===== config.mk =====
export PLATFORM = sky130hd
export DESIGN_NAME = stepmotor_phase_decoder
export DESIGN_NICKNAME = d
export VERILOG_FILES = /design/src/rtl/stepmotor_phase_decoder_pkg.sv /design/src/rtl/stepmotor_phase_decoder_filter.sv /design/src/rtl/stepmotor_phase_decoder.sv
export SDC_FILE = /design/constraint.sdc
export NUM_CORES = 1
export LEC_CHECK = 0
export CAP_MARGIN = 20
export CORE_MARGIN = 2
export CORE_UTILIZATION = 50
export CTS_CLUSTER_SIZE = 12
export DETAILED_ROUTE_END_ITERATION = 8
export PLACE_DENSITY = 0.83
export SLEW_MARGIN = 20
export SYNTH_ARGS = -nofsm -noshare
export SYNTH_HDL_FRONTEND = slang
export SYNTH_SLANG_ARGS = --single-unit

===== constraint.sdc =====
create_clock -name clk -period 4.5 [get_ports clk]
set_clock_uncertainty 0.2 [all_clocks]
set_input_delay 1.35 -clock clk [delete_from_list [all_inputs] [get_ports clk]]
set_output_delay 1.35 -clock clk [all_outputs]
set_load 0.02 [all_outputs]

===== src/rtl/stepmotor_phase_decoder_pkg.sv =====
// Shared phase codes, FSM states and phase decode helper
// for the two-phase stepper driver and its decoder.
package stepmotor_phase_decoder_pkg;

   // Drive codes on {D,C,B,A}, in forward sequence order
   localparam logic [3:0] PH_AC  = 4'b0101;
   localparam logic [3:0] PH_DA  = 4'b1001;
   localparam logic [3:0] PH_BD  = 4'b1010;
   localparam logic [3:0] PH_CB  = 4'b0110;
   localparam logic [3:0] PH_OFF = 4'b0000;

   typedef enum logic [1:0] {
      IDLE  = 2'd0,
      TRACK = 2'd1,
      FAULT = 2'd2
   } state_t;

   typedef struct packed {
      logic       legal;
      logic       off;
      logic [1:0] idx;
   } phase_dec_t;

   function automatic phase_dec_t phase_decode(
      input logic [3:0] code
   );
      phase_dec_t d;
      d = '0;
      case (code)
         PH_AC:  begin d.legal = 1'b1; d.idx = 2'd0; end
         PH_DA:  begin d.legal = 1'b1; d.idx = 2'd1; end
         PH_BD:  begin d.legal = 1'b1; d.idx = 2'd2; end
         PH_CB:  begin d.legal = 1'b1; d.idx = 2'd3; end
         PH_OFF: d.off = 1'b1;
         default: d = '0;
      endcase
      return d;
   endfunction

endpackage


===== src/rtl/stepmotor_phase_decoder_filter.sv =====
// Two-flop synchronizer plus stability filter for phase lines.
// Ports: clk, rst (async low), din, dout (accepted), new_strobe.
module step_phase_filter #(
   parameter int STABLE_CYCLES = 4
) (
   input  logic       clk,
   input  logic       rst,
   input  logic [3:0] din,
   output logic [3:0] dout,
   output logic       new_strobe
);

   localparam logic [7:0] SC = 8'(STABLE_CYCLES);

   logic [3:0] sync1;
   logic [3:0] sync2;
   logic [3:0] cand;
   logic [3:0] cand_n;
   logic [7:0] cnt;
   logic [7:0] cnt_n;
   logic       accept;

   always_comb begin
      cand_n = cand;
      cnt_n  = cnt;
      if (sync2 != cand) begin
         cand_n = sync2;
         cnt_n  = 8'd1;
      end else if (cnt < SC) begin
         cnt_n = cnt + 8'd1;
      end
   end

   // Strobe is registered from the next-state view so the
   // decoder sees it the same edge the counter saturates.
   assign accept = (cnt_n == SC) && (cand_n != dout);

   always_ff @(posedge clk or negedge rst) begin
      if (!rst) begin
         sync1      <= 4'b0000;
         sync2      <= 4'b0000;
         cand       <= 4'b0000;
         cnt        <= 8'd0;
         dout       <= 4'b0000;
         new_strobe <= 1'b0;
      end else begin
         sync1      <= din;
         sync2      <= sync1;
         cand       <= cand_n;
         cnt        <= cnt_n;
         new_strobe <= accept;
         if (accept)
            dout <= cand_n;
      end
   end

endmodule


===== src/rtl/stepmotor_phase_decoder.sv =====
// Recovers steps, direction and signed position from a stepper bus.
// Ports: clk, rst, phase_in, clr_pos, clr_err -> step_pulse, dir,
//        pos, valid, err_illegal, err_skip.
module stepmotor_phase_decoder
   import stepmotor_phase_decoder_pkg::*;
#(
   parameter int CNT_WIDTH     = 16,
   parameter int STABLE_CYCLES = 4
) (
   input  logic                        clk,
   input  logic                        rst,
   input  logic [3:0]                  phase_in,
   input  logic                        clr_pos,
   input  logic                        clr_err,
   output logic                        step_pulse,
   output logic                        dir,
   output logic signed [CNT_WIDTH-1:0] pos,
   output logic                        valid,
   output logic                        err_illegal,
   output logic                        err_skip
);

   localparam logic [CNT_WIDTH-1:0] ONE = CNT_WIDTH'(1);

   logic [3:0]           code;
   logic                 strobe;
   phase_dec_t           dec;
   logic [1:0]           delta;

   state_t               state;
   state_t               state_n;
   logic [1:0]           last_idx;
   logic [1:0]           last_n;
   logic                 pulse_n;
   logic                 dir_n;
   logic [CNT_WIDTH-1:0] pos_n;
   logic                 ill_n;
   logic                 skip_n;

   step_phase_filter #(
      .STABLE_CYCLES(STABLE_CYCLES)
   ) u_filt (
      .clk       (clk),
      .rst       (rst),
      .din       (phase_in),
      .dout      (code),
      .new_strobe(strobe)
   );

   assign dec   = phase_decode(code);
   assign delta = dec.idx - last_idx;
   assign valid = (state == TRACK);

   always_comb begin
      state_n = state;
      last_n  = last_idx;
      pulse_n = 1'b0;
      dir_n   = dir;
      pos_n   = pos;
      ill_n   = err_illegal;
      skip_n  = err_skip;

      if (clr_err) begin
         ill_n  = 1'b0;
         skip_n = 1'b0;
         if (state == FAULT)
            state_n = IDLE;
      end

      // Fault detection runs after the clear so it wins.
      if (strobe && state != FAULT) begin
         unique case (1'b1)
            dec.off: state_n = IDLE;
            dec.legal: begin
               last_n = dec.idx;
               if (state == IDLE) begin
                  state_n = TRACK;
               end else begin
                  unique case (delta)
                     2'd1: begin
                        pulse_n = 1'b1;
                        dir_n   = 1'b1;
                        pos_n   = pos + ONE;
                     end
                     2'd3: begin
                        pulse_n = 1'b1;
                        dir_n   = 1'b0;
                        pos_n   = pos - ONE;
                     end
                     2'd2: begin
                        skip_n  = 1'b1;
                        state_n = FAULT;
                     end
                     default: ;
                  endcase
               end
            end
            default: begin
               ill_n   = 1'b1;
               state_n = FAULT;
            end
         endcase
      end

      if (clr_pos)
         pos_n = '0;
   end

   always_ff @(posedge clk or negedge rst) begin
      if (!rst) begin
         state       <= IDLE;
         last_idx    <= 2'd0;
         step_pulse  <= 1'b0;
         dir         <= 1'b1;
         pos         <= '0;
         err_illegal <= 1'b0;
         err_skip    <= 1'b0;
      end else begin
         state       <= state_n;
         last_idx    <= last_n;
         step_pulse  <= pulse_n;
         dir         <= dir_n;
         pos         <= pos_n;
         err_illegal <= ill_n;
         err_skip    <= skip_n;
      end
   end

endmodule


==> results.ini, run 1 <==
[synth]
postSynthAreaPerCell_um2 = 10.1
yosysWarningCount = 0
async_reset_ff_share_pct = 100
yosysSeqAreaShare_pct = 42.5
synth_area_leader_cell = dfrtp_1
synthTopCellsByArea = dfrtp_1 42%, a21oi_1 3.6%, xor2_1 3.6%, nor2_1 3.4%, xnor2_1 2.7%
ys_types = 63
synth_edf_count = 0
synthMuxAreaShare_pct = 2.99
syn_area_mm2 = 0.00289
synth_flop_cell = dfrtp_1
synth_top_family_by_area = simple AND/OR/NAND/NOR gates
synth_xor_area_share_pct = 8.67
syn_inst = 287
yosys.area.top_type_share_pct = 41.6
synth_compound_area_share_pct = 14.0
ys_ff_latch = 49
synthAdderAreaFrac_pct = 2.17
synth_fp_nets = 300
yosys.area_share.simple_pct = 23.4

[global_routing]
grt.overflow.total = 0
grt_pass1_wl_um = 9630
antenna_found_initial = 0
first_global_vias = 2032
grt_max_degree = 50
grt_usage_pct = 18.9

[worst_hold_path]
hp-start = u_filt.sync1[0]
hold_depth = 0
hold_path.class = reg -> reg
hold_end = u_filt.sync2[0]

[detailed_routing]
antenna_left = 0
viasPerCell = 5.82
drc = 0
routed_wl_um = 5670
routedWlPerCell_um = 14.8
first_pass_iters = 4
drtIter0Drc = 216
vias = 2225

[clocking]
clk_path_buf_depth = 2
path_clk_slew_ns = 0.10
root_buffer = clkbuf_8
numCtsBuffers = 5
cts_hold_buf = 0
cts_max_level = 2
clock_latency_ns = 0.31
cts_sinks = 49
cts_tree = done

[timing]
finalCritPeriodShare_pct = 95.1
relSlewSlack_pct = 49.7
hold_viol = 0
fmax_mhz = 234
worstMarginPinSlew_ns = 0.751
setup_tns_ns = 0
final-setup-viol-count = 0
rsz0062_at_grt = no
drv_slew = 0
finalCriticalPeriod_ns = 4.28

[setup_path]
startpoint_type = flop
worstPathMaxFanout = 9
crit_path_max_incr_delay_ns = 0.53
reg2reg_setup_slack_ns = 0.22
r2r-end = pos[14]
crit_required_ns = 4.50
critical_path.top_delay_family = simple AND/OR/NAND/NOR gates
slowest_stage = dfrtp_1
r2r.worst_path.cells = 14
critPathCaptureType = flop
crit_arrival_ns = 4.28
timing.rr.start = u_filt.dout[0]
critical_path_buf_inv_count = 0
crit_chain = nor2_1 > and3_1 > a31oi_1 > ha_1 > nor4_4 > nor2_4 > xnor2_1 > ha_1 > or4_1 > o31ai_1 > o41ai_1 > or4_1 > nand3_1 > a21oi_1
worst-setup-path-type = reg -> reg

[flow_run]
max-cap-violations = 0

[layout]
final_common_cell = dfrtp_1
area_growth_pct = 12.8
design.final.nets = 322
post_route_cells_drive_above_1_share_pct = 13.2
final_core_util_pct = 58.8
layout_common_cells = 48 x dfrtp_1, 27 x clkdlybuf4s50_1, 26 x nor2_1, 21 x a21oi_1, 15 x o21ai_0
final_cell_area_mm2 = 0.00326
diodes = 0

[floorplanning]
ios = 29
core_area_mm2 = 0.00554
dieArea_mm2 = 0.00640
die_height_um = 80.0
die-width_um = 80.0
rows = 27
start_util_pct = 52.1

[placement]
dp_hpwl_um = 3800
gp_congestion = 0.925
dpl_cell_area_mm2 = 0.00312
io_buffer_count = 28

[power]
p_per_area_mw_per_mm2 = 237
power.leakage_nw = 1.40
irDropWorstVdd_v = 0.000159
finalPower_w = 0.000772

[status]
status = finished clean

routing by layer:
layer | vias to the layer above | track usage [%] | share of wire (%) | routed length, um
li1 | 1071 | - | - | -
met1 | 1072 | 27.8 | 48 | 2710
met2 | 73 | 28.3 | 46 | 2600
met3 | 9 | 2.83 | 4.7 | 267
met4 | 0 | 7.12 | 1.6 | 88
met5 | - | 0 | 0 | 0
what timing repair did:
action                                 4_1_cts  5_1_grt
endpoints found under the hold margin        0        0
buffers inserted                             0        4
setup endpoints to repair                    0        1
gates resized for setup                      0        1
kinds of logic after synthesis:
family | Yosys count
AO/OA/AOI/OAI | 61
XOR/XNOR | 24
adder cells (fa/ha/maj) | 5
buffers and inverters | 28
flip-flops | 49
multiplexers | 8
AND/OR/NAND/NOR | 112
flip-flops by register name, indices dropped and copies added (netlist names):
register	cells
pos	16
u_filt.cnt	8
u_filt.cand	4
u_filt.dout	4
u_filt.sync1	4
u_filt.sync2	4
last_idx	2
state	2
dir	1
err_illegal	1
err_skip	1
step_pulse	1
u_filt.new_strobe	1
Yosys cell counts (2+ instances only):
master	count
nor3_1	9
o41ai_1	2
and3_1	3
nor4_1	8
inv_1	7
buf_6	3
xnor2_1	9
xor2_1	12
or4_1	4
a31oi_1	5
nor2_1	26
or3_1	4
clkbuf_1	7
buf_2	3
o31ai_1	2
o211ai_1	3
o21bai_1	3
buf_4	3
nand4b_1	2
nand2b_1	2
mux2_2	5
nand2_1	12
nor4_4	2
o21ai_0	15
nand4_1	4
a21oi_1	21
ha_1	5
dfrtp_1	48
and2_1	6
nand3_1	11
nor2b_1	5
a41oi_1	2
inv_2	2
mux2i_1	3
power breakdown:
part / switching, W / internal (W)
sequential: 0.00000677 / 0.000447
clock: 0.000165 / 0.000116
combinational: 0.0000222 / 0.0000145
layout make-up:
type | count | area [um2]
Tap cell | 72 | 90.1
Clock buffer | 5 | 68.8
Fill cell | 495 | 2280
Multi-Input combinational cell | 210 | 1490
Timing Repair Buffer | 34 | 323
Inverter | 9 | 33.8
Sequential cell | 49 | 1230
Clock inverter | 3 | 28.8
per-stage QoR:
step | hold slack [ns] | cells | setup slack [ns]
after floorplan | 0.131 | 287 | 0.508
final | 0.159 | 382 | 0.219
after CTS | 0.163 | 378 | 0.154
after global routing | 0.172 | 382 | 0.00103
after detailed placement | 0.137 | 370 | 0.222
after global placement | 0.133 | 370 | 0.381
how the worst max path moves through the flow:
stage / from / end / cells past startpoint / slack, ns
after floorplan: u_filt.dout[0] / pos[14] / 16 / 0.51
after detailed placement: u_filt.dout[0] / pos[14] / 14 / 0.22
after global placement: u_filt.dout[0] / pos[14] / 14 / 0.38
after global routing: u_filt.dout[0] / pos[14] / 14 / 0.001
after CTS: u_filt.dout[0] / pos[14] / 14 / 0.15
final: u_filt.dout[0] / pos[14] / 14 / 0.22
(Power assumes the default switching activity.)
==> run 2: changes to the inputs <==
Settings changed: CELL_PAD_IN_SITES_DETAIL_PLACEMENT from default to 2, CELL_PAD_IN_SITES_GLOBAL_PLACEMENT from default to 2, CORE_UTILIZATION 50 to 37, CTS_CLUSTER_DIAMETER from default to 100, CTS_CLUSTER_SIZE 12 to default, PLACE_DENSITY 0.83 to 0.92.
==> results.ini, run 2 (synthesized netlist as in run 1, its figures left out) <==
[timing]
worstMarginPinSlew_ns = 0.965
setup_tns_ns = 0
finalCriticalPeriod_ns = 4.44
hold_viol = 0
final-setup-viol-count = 0
fin_ws_ns = 0.0599
relSlewSlack_pct = 35.4
drv_slew = 0
finalCritPeriodShare_pct = 98.7
hold_ws_ns = 0.162
fmax_mhz = 225

[setup_path]
critPathCaptureType = flop
r2r.worst_path.cells = 14
r2r-end = pos[14]
crit_arrival_ns = 4.44
worst-setup-path-type = reg -> reg
reg2reg_setup_slack_ns = 0.06
critPathLaunch = u_filt.dout[2]
startpoint_type = flop
worstPathMaxFanout = 7
timing.rr.start = u_filt.dout[2]
endpoint = pos[14]
crit_required_ns = 4.50

[clocking]
path_clk_slew_ns = 0.11
cts_tree = done
cts_max_level = 2
root_buffer = clkbuf_8
cts_hold_buf = 0
cts_sinks = 49
numCtsBuffers = 5
clock_latency_ns = 0.32
clk_path_buf_depth = 2

[detailed_routing]
vias = 2352
routed_wl_um = 8590
drtIter0Drc = 120
antenna_left = 0
viasPerCell = 5.68
routedWlPerCell_um = 20.7
first_pass_iters = 4
drc = 0

[layout]
reg_top3 = pos (16), u_filt.cnt (8)
regMostFlops = pos
layout_common_cells = 46 x dfrtp_1, 27 x clkdlybuf4s50_1, 25 x nor2_1, 21 x a21oi_1, 15 x o21ai_0
design.final.nets = 324
area_growth_pct = 14.9
diodes = 0
post_route_cells_drive_above_1_share_pct = 15.1
final_common_cell = dfrtp_1
final_core_util_pct = 43.4
largest_reg_flops = 16
layoutNonFillerInstCount = 414
fill_cells = 799

[power]
p_per_area_mw_per_mm2 = 237
power.leakage_nw = 1.40
irDropWorstVdd_v = 0.000157

[placement]
dp_hpwl_um = 5650
gp_congestion = 0.830
io_buffer_count = 28
pre_cts_ws_ns = 0.0262
dp_cells = 402

[floorplanning]
ios = 29
rows = 32
core_area_mm2 = 0.00765
die-width_um = 92.3
start_util_pct = 37.8
dieArea_mm2 = 0.00853
die_height_um = 92.3

[global_routing]
first_global_vias = 2578
grt_max_degree = 33
grt_pass1_wl_um = 13800
antenna_found_initial = 0
grt_usage_pct = 20.9
grt.overflow.total = 0

[flow_run]
max-cap-violations = 0

[worst_hold_path]
hold_path.class = reg -> reg

[status]
status = finished clean

==> run 2: area by class of cell <==
class | count | area [um2] | area share (%)
Tap cell | 102 | 128 | 3.85
Timing Repair Buffer | 36 | 335 | 10.1
Clock buffer | 5 | 68.8 | 2.07
Sequential cell | 49 | 1230 | 37.1
Clock inverter | 3 | 28.8 | 0.867
Inverter | 9 | 33.8 | 1.02
Multi-Input combinational cell | 210 | 1490 | 45.0
==> run 2: what timing repair did <==
| item | 4_1_cts | 5_1_grt |
|---|---|---|
| setup endpoints to repair | 1 | 3 |
| buffers inserted | 1 | 3 |
| pin swaps | 2 | 1 |
| resized for setup | 0 | 5 |
| cloned | 0 | 0 |
==> run 2: routing by layer <==
layer | vias up | GRT usage, % | routed length, um | part of all wire (%)
met4 | 0 | 9.20 | 213 | 2.5
met5 | - | 0 | 0 | 0
met2 | 51 | 34.0 | 4320 | 50
met3 | 15 | 3.17 | 224 | 2.6
met1 | 1209 | 27.7 | 3830 | 45
li1 | 1077 | - | - | -
==> run 2: power breakdown <==
group | switching, W | internal (W) | total, W
Clock | 0.000174 | 0.000117 | 0.000291
Sequential | 0.00000712 | 0.000447 | 0.000454
Combinational | 0.0000267 | 0.0000155 | 0.0000422
Total | 0.000208 | 0.000580 | 0.000787
==> run 2: per-stage QoR <==
stage                     cell area, um2  power [W]
final                               3320   0.000787
after global routing                3320   0.000820
after CTS                           3280   0.000799
after detailed placement            3170   0.000504
after global placement              3170   0.000500
after floorplan                     2890   0.000481
==> run 2: worst min-delay path by stage <==
stage	startpoint	end	slack, ns	cells past startpoint
floorplan	u_filt.sync1[0]	u_filt.sync2[0]	0.13	0
global placement	u_filt.sync1[1]	u_filt.sync2[1]	0.13	0
detailed placement	u_filt.sync1[1]	u_filt.sync2[1]	0.14	0
CTS	u_filt.sync1[3]	u_filt.sync2[3]	0.17	0
global route	u_filt.sync1[3]	u_filt.sync2[3]	0.19	0
finish	u_filt.sync1[3]	u_filt.sync2[3]	0.16	0
==> run 2: worst max-delay path: stages, from the launching register on <==
cell	delay (ns)
dfrtp_2	0.51
and3_1	0.23
a31oi_2	0.27
ha_1	0.31
xor2_1	0.16
nor4_4	0.47
nor2_4	0.14
xnor2_1	0.18
ha_1	0.28
or4_1	0.54
o31ai_1	0.33
o41ai_1	0.11
or4_1	0.41
nand3_1	0.10
a21oi_1	0.07
==> run 3: changes to the inputs <==
Settings changed: HOLD_SLACK_MARGIN from default to 0.05.
==> results of run 3 <==
No change in the layout: final DEF, timing and power equal those of run 2.
